### src/rtl/clkdiv_meter_pkg.sv
// rtl/clkdiv_meter_pkg.sv - shared FSM encoding and defaults for the divided-clock period meter
package clkdiv_meter_pkg;

    typedef enum logic {
        IDLE    = 1'b0,
        MEASURE = 1'b1
    } meter_state_t;

    localparam int DEFAULT_W           = 16;
    localparam int DEFAULT_SYNC_STAGES = 2;

endpackage

### src/rtl/sync_rise_det.sv
// rtl/sync_rise_det.sv - multi-flop synchronizer with registered rising-edge detect
module sync_rise_det
    import clkdiv_meter_pkg::*;
#(
    parameter int SYNC_STAGES = DEFAULT_SYNC_STAGES
) (
    input  logic clk,
    input  logic rst_n,
    input  logic d,
    output logic s,
    output logic rise
);

    logic [SYNC_STAGES-1:0] sync_q;
    logic                   s_d;

    always_ff @(posedge clk or negedge rst_n) begin
        if (!rst_n) begin
            sync_q <= '0;
            s_d    <= 1'b0;
        end else begin
            sync_q <= {sync_q[SYNC_STAGES-2:0], d};
            s_d    <= sync_q[SYNC_STAGES-1];
        end
    end

    assign s    = sync_q[SYNC_STAGES-1];
    assign rise = s & ~s_d;

endmodule

### src/rtl/clkdiv_period_meter.sv
// rtl/clkdiv_period_meter.sv - measures divided-clock period (and high time with PERIOD_METER_DUTY_EN)
module clkdiv_period_meter
    import clkdiv_meter_pkg::*;
#(
    parameter int W           = DEFAULT_W,
    parameter int SYNC_STAGES = DEFAULT_SYNC_STAGES
) (
    input  logic         clk,
    input  logic         rst_n,
    input  logic         sig_in,
    input  logic         restart,
    output logic [W-1:0] period,
    output logic [W-1:0] high_time,
    output logic         valid,
    output logic         timeout
);

    localparam logic [W-1:0] CNT_MAX = '1;

    meter_state_t state;
    logic [W-1:0] cnt;
    logic         s;
    logic         rise;

    sync_rise_det #(
        .SYNC_STAGES(SYNC_STAGES)
    ) u_sync (
        .clk  (clk),
        .rst_n(rst_n),
        .d    (sig_in),
        .s    (s),
        .rise (rise)
    );

    // restart outranks every other event, including a coincident rise
    always_ff @(posedge clk or negedge rst_n) begin
        if (!rst_n) begin
            state   <= IDLE;
            cnt     <= '0;
            period  <= '0;
            valid   <= 1'b0;
            timeout <= 1'b0;
        end else begin
            valid <= 1'b0;
            if (restart) begin
                state   <= IDLE;
                cnt     <= '0;
                timeout <= 1'b0;
            end else if (state == IDLE) begin
                if (rise) begin
                    cnt   <= W'(1);
                    state <= MEASURE;
                end
            end else begin
                if (rise) begin
                    period  <= cnt;
                    valid   <= 1'b1;
                    timeout <= 1'b0;
                    cnt     <= W'(1);
                end else if (cnt == CNT_MAX) begin
                    timeout <= 1'b1;
                    state   <= IDLE;
                end else begin
                    cnt <= cnt + W'(1);
                end
            end
        end
    end

`ifdef PERIOD_METER_DUTY_EN
    logic [W-1:0] hcnt;
    logic [W-1:0] high_time_q;

    // hcnt never exceeds cnt, so it cannot wrap before cnt saturates
    always_ff @(posedge clk or negedge rst_n) begin
        if (!rst_n) begin
            hcnt        <= '0;
            high_time_q <= '0;
        end else if (!restart) begin
            if (state == IDLE) begin
                if (rise) hcnt <= W'(1);
            end else if (rise) begin
                high_time_q <= hcnt;
                hcnt        <= W'(1);
            end else if (cnt != CNT_MAX) begin
                hcnt <= hcnt + W'(s);
            end
        end
    end

    assign high_time = high_time_q;
`else
    logic unused_s;
    assign unused_s  = s;
    assign high_time = '0;
`endif

endmodule

### config.mk
export PLATFORM = sky130hd
export DESIGN_NAME = clkdiv_period_meter
export DESIGN_NICKNAME = d
export VERILOG_FILES = /design/src/rtl/clkdiv_meter_pkg.sv /design/src/rtl/sync_rise_det.sv /design/src/rtl/clkdiv_period_meter.sv
export SDC_FILE = /design/constraint.sdc
export NUM_CORES = 1
export LEC_CHECK = 0
export ABC_CLOCK_PERIOD_IN_PS = 2410
export CELL_PAD_IN_SITES_DETAIL_PLACEMENT = 0
export CELL_PAD_IN_SITES_GLOBAL_PLACEMENT = 1
export CORE_MARGIN = 4
export CORE_UTILIZATION = 43
export DETAILED_ROUTE_END_ITERATION = 6
export PLACE_DENSITY_LB_ADDON = 0.1
export SYNTH_ARGS = -nofsm -noshare
export SYNTH_HDL_FRONTEND = slang
export SYNTH_SLANG_ARGS = --single-unit
### constraint.sdc
create_clock -name clk -period 2.41 [get_ports clk]
set_input_delay 0.723 -clock clk [delete_from_list [all_inputs] [get_ports clk]]
set_output_delay 0.723 -clock clk [all_outputs]
set_load 0.1 [all_outputs]
Word level (Yosys, flattened, before mapping):

Index checks and enable logic that the tools add are counted.

* $add $sub $neg: 1
* equal/unequal tests: 2
* muxes and demuxes: 16
* bitwise operators: 3
* reduce and logical (&&, ||, !) cells: 6

Operators with widths (number)
* 2-to-1 mux 16 bit: 5
* adder 16 x 1 -> 16 bit, second input constant: 1
* == test 16 bit, second input constant: 1
* 2-to-1 mux 1 bit: 11
* nonzero test 3 bit: 2
* AND reduction 2 bit: 2
* != test 3 bit, second input constant: 1
* AND reduction 3 bit: 1
* NOT 1 bit: 2
* nonzero test 2 bit: 1
* AND 1 bit: 1

* register bits: 38
* bits of input ports: 4
* output and inout bits: 34
* word-level logic and storage cells: 35

Logic depth before layout (Yosys ltp):

Gate-level depths: netlist of the first run.

* depth in word-level cells: 5
* depth in mapped cells: 6
* depth with buffers taken out: 5

Cells and area by module:

Synthesis of the first run repeated with hierarchy kept, for this count alone.

* cell total of the unflattened synthesis: 169
* area, all modules: 1833.0 µm²

Modules (own cells, without submodules)
* clkdiv_period_meter: instances 1, cells each 165, area an instance 1744.2 µm²
* sync_rise_det: instances 1, cells each 4, area an instance 88.8 µm²

Worst setup path after synthesis of the first run:

Ideal clock, no wire load.

* path type: input -> register
* start: in restart
* end: reg period[10]
* library setup time: 0.125 ns
* arrival time: 1.526 ns
* required time: 2.285 ns
* slack: 0.759 ns
* stages on the path: 3
* buffers on the path: 1
* path through: nor2_2 > buf_4 > mux2_2

* cells in the longest elaborated chain, start to end: 2

Ends and longest elaborated chain
* start: declaration: RTL line clkdiv_period_meter.sv:11 `input logic restart,`
* NOT 1 bit (no line)
* AND reduction 3 bit (no line)
* end signal: assignment: RTL line clkdiv_period_meter.sv:56 `period <= cnt;`
* end: declaration: RTL line clkdiv_period_meter.sv:12 `output logic [W-1:0] period,`

No other way between the ends.
A chain may end at the register's enable or synchronous reset.

Final worst setup path of the first run:

* start: reg cnt[0]
* end: reg cnt[6]

* cells in the longest elaborated chain, start to end: 5
* elaborated cells on any way between the ends: 8

Ends and longest elaborated chain
* start: declaration: RTL line clkdiv_period_meter.sv:21 `logic [W-1:0] cnt;`
* start signal: assignment: RTL line clkdiv_period_meter.sv:64 `cnt <= cnt + W'(1);`
* adder 16 x 1 -> 16 bit: RTL line clkdiv_period_meter.sv:64
* 2-to-1 mux 16 bit: RTL line clkdiv_period_meter.sv:60 `end else if (cnt == CNT_MAX) begin`
* 2-to-1 mux 16 bit: RTL line clkdiv_period_meter.sv:55 `if (rise) begin`
* 2-to-1 mux 16 bit: RTL line clkdiv_period_meter.sv:49 `end else if (state == IDLE) begin`
* 2-to-1 mux 16 bit: RTL line clkdiv_period_meter.sv:45 `if (restart) begin`

Parallel ways exist; a longest one is shown, timed or not. The select of a mux whose other input is x is not followed.

==> results of run 1 <==
[layer usage]
layer	vias up	global-route usage	part of all wire
met5	-	0	0
met4	0	0.05634	0.0086
met3	4	0.05746	0.059
met2	35	0.2175	0.48
met1	626	0.1804	0.46
li1	621	-	-
[worst max-delay path, stage by stage (launching register included)]
cell	delay [ns]
dfrtp_1	0.45
ha_1	0.27
nand3_1	0.19
o41ai_4	0.10
buf_4	0.21
or4_1	0.50
nand2_1	0.08
[cell usage after synthesis]
cell type,number
dfrtp_1,38
buf_4,17
mux2_2,16
a21oi_1,10
nand3_1,8
nand2_1,7
nand4_1,7
or3_1,7
o21ai_0,6
a21oi_2,3
nor3_1,3
and3_1,2
and4_1,2
buf_2,2
buf_6,2
nand2b_1,2
nor2_1,2
nor2_2,2
o211ai_1,2
o21ai_2,2
o311ai_0,2
o41ai_1,2
or4_1,2
a211oi_1,1
a41oi_1,1
buf_1,1
conb_1,1
ha_1,1
inv_1,1
nand4_4,1
nor2b_1,1
nor3_2,1
nor3b_1,1
nor4_1,1
o21ai_1,1
o31ai_1,1
o41ai_4,1
xor2_2,1
[worst min-delay path by stage]
stage                                start                to  slack (ns)  cells past startpoint
after detailed placement  u_sync.sync_q[0]  u_sync.sync_q[1]        0.34                      0
after floorplan           u_sync.sync_q[0]  u_sync.sync_q[1]        0.33                      0
after CTS                 u_sync.sync_q[0]  u_sync.sync_q[1]        0.35                      0
after global placement    u_sync.sync_q[0]  u_sync.sync_q[1]        0.33                      0
after global routing      u_sync.sync_q[0]  u_sync.sync_q[1]        0.36                      0
final                     u_sync.sync_q[0]  u_sync.sync_q[1]        0.35                      0
[layout by cell type, fill, tap and decap left out, types with 2 or more instances in the layout]
cell             Yosys  routed
dfrtp_1             38      38
buf_4               17      22
mux2_2              16      16
conb_1               1      16
a21oi_1             10      10
nand3_1              8       8
clkbuf_8             0       8
nand4_1              7       7
nand2_1              7       7
or3_1                7       7
o21ai_0              6       6
nor3_1               3       3
a21oi_2              3       3
nand2b_1             2       2
nor2_2               2       2
and4_1               2       2
and3_1               2       2
nor2_1               2       2
o311ai_0             2       2
o41ai_1              2       2
or4_1                2       2
o211ai_1             2       2
o21ai_2              2       2
clkdlybuf4s50_1      0       2
[metrics by stage]
stage	utilization	std cells	setup slack (ns)
floorplan	-	176	0.7588
CTS	0.5224	238	0.5395
global placement	0.4954	230	0.3686
global route	0.5224	238	0.4425
detailed placement	0.4954	230	0.3396
finish	0.5224	238	0.5462
[layout make-up]
type / instances / area (µm²)
Inverter: 1 / 3.754
Clock buffer: 8 / 110.1
Fill cell: 365 / 1952
Multi-Input combinational cell: 115 / 797.0
Sequential cell: 38 / 950.9
Tap cell: 50 / 62.56
Timing Repair Buffer: 26 / 210.2
[state kept, by name, summed over array words and instances, names as in the netlist]
register / cells
cnt: 16
u_sync.sync_q: 2
timeout: 1
u_sync.s_d: 1
state: 1
valid: 1
period: 16
[report_power, final]
| part | total (mW) | internal (mW) | switching, mW |
|---|---|---|---|
| combinational | 0.210 | 0.0282 | 0.181 |
| sequential | 0.661 | 0.648 | 0.0124 |
| clock | 0.504 | 0.289 | 0.215 |
[cells by family after synthesis]
logic type,share of synthesized area
AOI/OAI and AO/OA,0.1238
xor gates and xnor gates,0.008751
adders and majority gates,0.006728
buffers and inverters,0.09017
DFF,0.5114
muxes,0.09690
other,0.002017
and+or+nand+nor,0.1602
==> impl_metrics.json, run 1 <==
{
  "outcome": "finished, final reports clean",
  "syn_inst": 161,
  "wl_per_cell_um": 14.69,
  "cts_tree": "done",
  "drt-initial-drc-count": 99,
  "numClockSinks": 38,
  "root_buffer": "clkbuf_8",
  "reg2reg_depth": 6,
  "n_antenna_cell": 0,
  "ys_seq_elements": 38,
  "ir_worst_vdd_v": 0.0004078,
  "p_per_area_nw_per_um2": 643.8,
  "clk_pin_slew_ns": 0.07,
  "fmax_mhz": 536.5,
  "yosysSeqAreaShare": 0.5114,
  "crit_end": "cnt[6]",
  "place_area_um2": 2024,
  "post_cts_resized": 0,
  "ant_nets": 0,
  "grt_pass1_vias": 1216,
  "dr.pass1.iters": 4,
  "core_um2": 4086,
  "die_height_um": 73.76,
  "syn_to_final_growth_pct": 14.81,
  "globalRouteOverflowTotal": 0,
  "initial_utilization": 0.4550,
  "rsz0062_at_grt": "false",
  "nets": 192,
  "die_x_um": 73.76,
  "grt_usage": 0.1427,
  "hpwl_mm": 2.444,
  "p_leak_nw": 0.9729,
  "critPathKind": "flip-flop to flip-flop",
  "totalWireLength_mm": 3.497,
  "cp-end-kind": "flip-flop",
  "design_area_um2": 2135,
  "cp.required_ns": 2.64,
  "cp-start-kind": "flip-flop",
  "std_cell_rows": 23,
  "cts_max_level": 2,
  "hold_slack_ns": 0.3513,
  "cts-hold-fix-buffers": 0,
  "yosysTopAreaCell": "dfrtp_1",
  "min_period_ns": 1.864,
  "netlist-cell-type-count": 38,
  "clk_latency_ns": 0.29,
  "finClkSkew_ns": 0.002829,
  "postCtsSetupBuffers": 0,
  "gp_congestion": 0.8164,
  "routed-via-count": 1286,
  "hold_viol": 0,
  "io_pins": 38,
  "synth.area.top_cells": "dfrtp_1 (51%), mux2_2 (9.7%), buf_4 (6.9%)",
  "cts_max_path_buffers": 2,
  "worstPathMaxFanout": 13,
  "numPortBuffers": 21,
  "layout-drive-gt1-share": 0.3138,
  "cp_data_arrival_time_ns": 2.09,
  "r2r-end": "cnt[6]",
  "yosysTopAreaCellShare": 0.5114,
  "yosys_warnings": 0,
  "slew_violations": 0,
  "viasPerCell": 5.403,
  "route.detailed.drc": 0,
  "numCtsBuffers": 5,
  "grt_pass1_wl_mm": 5.871,
  "setup_viol": 0,
  "syn_avg_cell_area_um2": 11.55,
  "rr_startpoint": "cnt[0]",
  "ff2ff_setup_slack_ns": 0.55,
  "grt_max_degree": 39,
  "dieArea_um2": 5440,
  "syn_area_um2": 1859,
  "tns_ns": 0,
  "final.period_utilization": 0.7734,
  "crit_path_start": "cnt[0]",
  "antenna_found_initial": 0,
  "p_total_mw": 1.374,
  "cap_violations": 0,
  "hold_class": "flip-flop to flip-flop"
}
Power figures use the tool's default switching activity.
==> run 2, diff against run 1 <==
Settings changed: ABC_CLOCK_PERIOD_IN_PS 2410 to 1700, CORE_UTILIZATION 43 to 36.
Clock period 2.41 ns to 1.7 ns, I/O delays scaled along.
==> impl_metrics.json, run 2 (synthesis results as in run 1) <==
{
  "layout_common_cells": "dfrtp_1 (34), buf_12 (19), buf_4 (18)",
  "fin_cells": 269,
  "design_area_um2": 2540,
  "grt_max_degree": 23,
  "finClkSkew_ns": 0.006112,
  "wl_per_cell_um": 14.63,
  "p_total_mw": 2.214,
  "numCtsBuffers": 5,
  "fin_util": 0.5239,
  "die_height_um": 79.87,
  "layout-drive-gt1-share": 0.4109,
  "n_antenna_cell": 0,
  "hpwl_mm": 2.980,
  "globalRouteOverflowTotal": 0,
  "io_pins": 38,
  "dieArea_um2": 6378,
  "antenna_found_initial": 0,
  "numClockSinks": 38,
  "hold_slack_ns": 0.1558,
  "ir_worst_vdd_v": 0.0005127,
  "totalWireLength_mm": 3.935,
  "routed-via-count": 1352,
  "ff2ff_setup_slack_ns": 0.07,
  "min_period_ns": 1.633,
  "outcome": "finished, final reports clean",
  "r2r-end": "cnt[13]",
  "ant_nets": 0,
  "setup_viol": 0,
  "cts_tree": "done",
  "clk_latency_ns": 0.28,
  "cts_max_path_buffers": 2,
  "p_per_area_nw_per_um2": 871.8,
  "rsz0062_at_grt": "false",
  "dr.pass1.iters": 5,
  "final.period_utilization": 0.9605,
  "reg_top3": "cnt (16), period (16), u_sync.sync_q (2)",
  "initial_utilization": 0.3835,
  "tns_ns": 0,
  "route.detailed.drc": 0,
  "cts-hold-fix-buffers": 0,
  "cp-start-kind": "flip-flop",
  "numPortBuffers": 21,
  "gp_congestion": 0.8128,
  "postCtsSetupBuffers": 0,
  "final_common_cell": "dfrtp_1",
  "cp-end-kind": "flip-flop",
  "reg2reg_depth": 6,
  "std_cell_rows": 25,
  "pre_cts_ws_ns": -0.1130,
  "p_leak_nw": 1.099,
  "grt_usage": 0.1325,
  "nets": 206,
  "hold_class": "input port to asynchronous set/reset pin",
  "fin_ws_ns": 0.06712,
  "worstPathMaxFanout": 4,
  "fmax_mhz": 612.4,
  "critPathKind": "flip-flop to flip-flop",
  "placed_cells": 261,
  "viasPerCell": 5.026,
  "cp_data_arrival_time_ns": 1.85,
  "root_buffer": "clkbuf_8",
  "place_area_um2": 2376,
  "slew_violations": 0,
  "crit_end": "cnt[13]",
  "cts_max_level": 2,
  "cap_violations": 0,
  "core_um2": 4848,
  "drt-initial-drc-count": 97,
  "cp.required_ns": 1.92,
  "grt_pass1_vias": 1293,
  "rr_startpoint": "cnt[0]",
  "clk_pin_slew_ns": 0.08,
  "crit_path_start": "cnt[0]",
  "die_x_um": 79.87,
  "grt_pass1_wl_mm": 6.492,
  "syn_to_final_growth_pct": 36.61,
  "hold_viol": 0
}
[run 2: cell types whose count changed in the layout (fill, tap and decap cells not counted), sizes merged]
cell | previous run | this run
bufinv | 0 | 2
buf | 24 | 38
clkbuf | 8 | 6
[run 2: power breakdown]
| part | total [mW] | leakage [nW] | switching (mW) | internal (mW) |
|---|---|---|---|---|
| logic | 0.342 | 0.513 | 0.267 | 0.0753 |
| clock network | 0.937 | 0.0714 | 0.311 | 0.626 |
| registers | 0.935 | 0.514 | 0.0166 | 0.919 |
[run 2: layout make-up]
class	instances	area [µm²]
Fill cell	455	2308
Timing Repair Buffer	40	540.5
Multi-Input combinational cell	115	813.3
Sequential cell	38	955.9
Tap cell	67	83.83
Inverter	1	3.754
Clock buffer	6	82.58
Clock inverter	2	60.06
[run 2: worst min path at each step]
stage | startpoint | end | slack (ns)
floorplan | rst_n | cnt[0] | 0.21
global placement | u_sync.sync_q[0] | u_sync.sync_q[1] | 0.34
detailed placement | u_sync.sync_q[0] | u_sync.sync_q[1] | 0.34
CTS | rst_n | period[13] | 0.17
global route | rst_n | period[12] | 0.16
finish | rst_n | period[13] | 0.16
[run 2: worst max-delay path, stage by stage (launching register included)]
cell and delay (ns):
dfrtp_1 0.39, ha_2 0.21, nand3_2 0.12, buf_4 0.13
nor3_1 0.06, or4_1 0.50, a21oi_2 0.15
[run 2: metal layers]
| layer | global-route usage | share of wire | wire, µm | vias up |
|---|---|---|---|---|
| li1 | - | - | - | 645 |
| met1 | 0.1729 | 0.43 | 1686 | 659 |
| met2 | 0.2145 | 0.51 | 1998 | 42 |
| met3 | 0.03499 | 0.051 | 201 | 6 |
| met4 | 0.04054 | 0.012 | 48 | 0 |
| met5 | 0 | 0 | 0 | - |
[run 2: what timing repair did]
item / in CTS / in global routing
setup endpoints to repair: 3 / 6
pin swaps: 0 / 2
gates resized for setup: 2 / 10
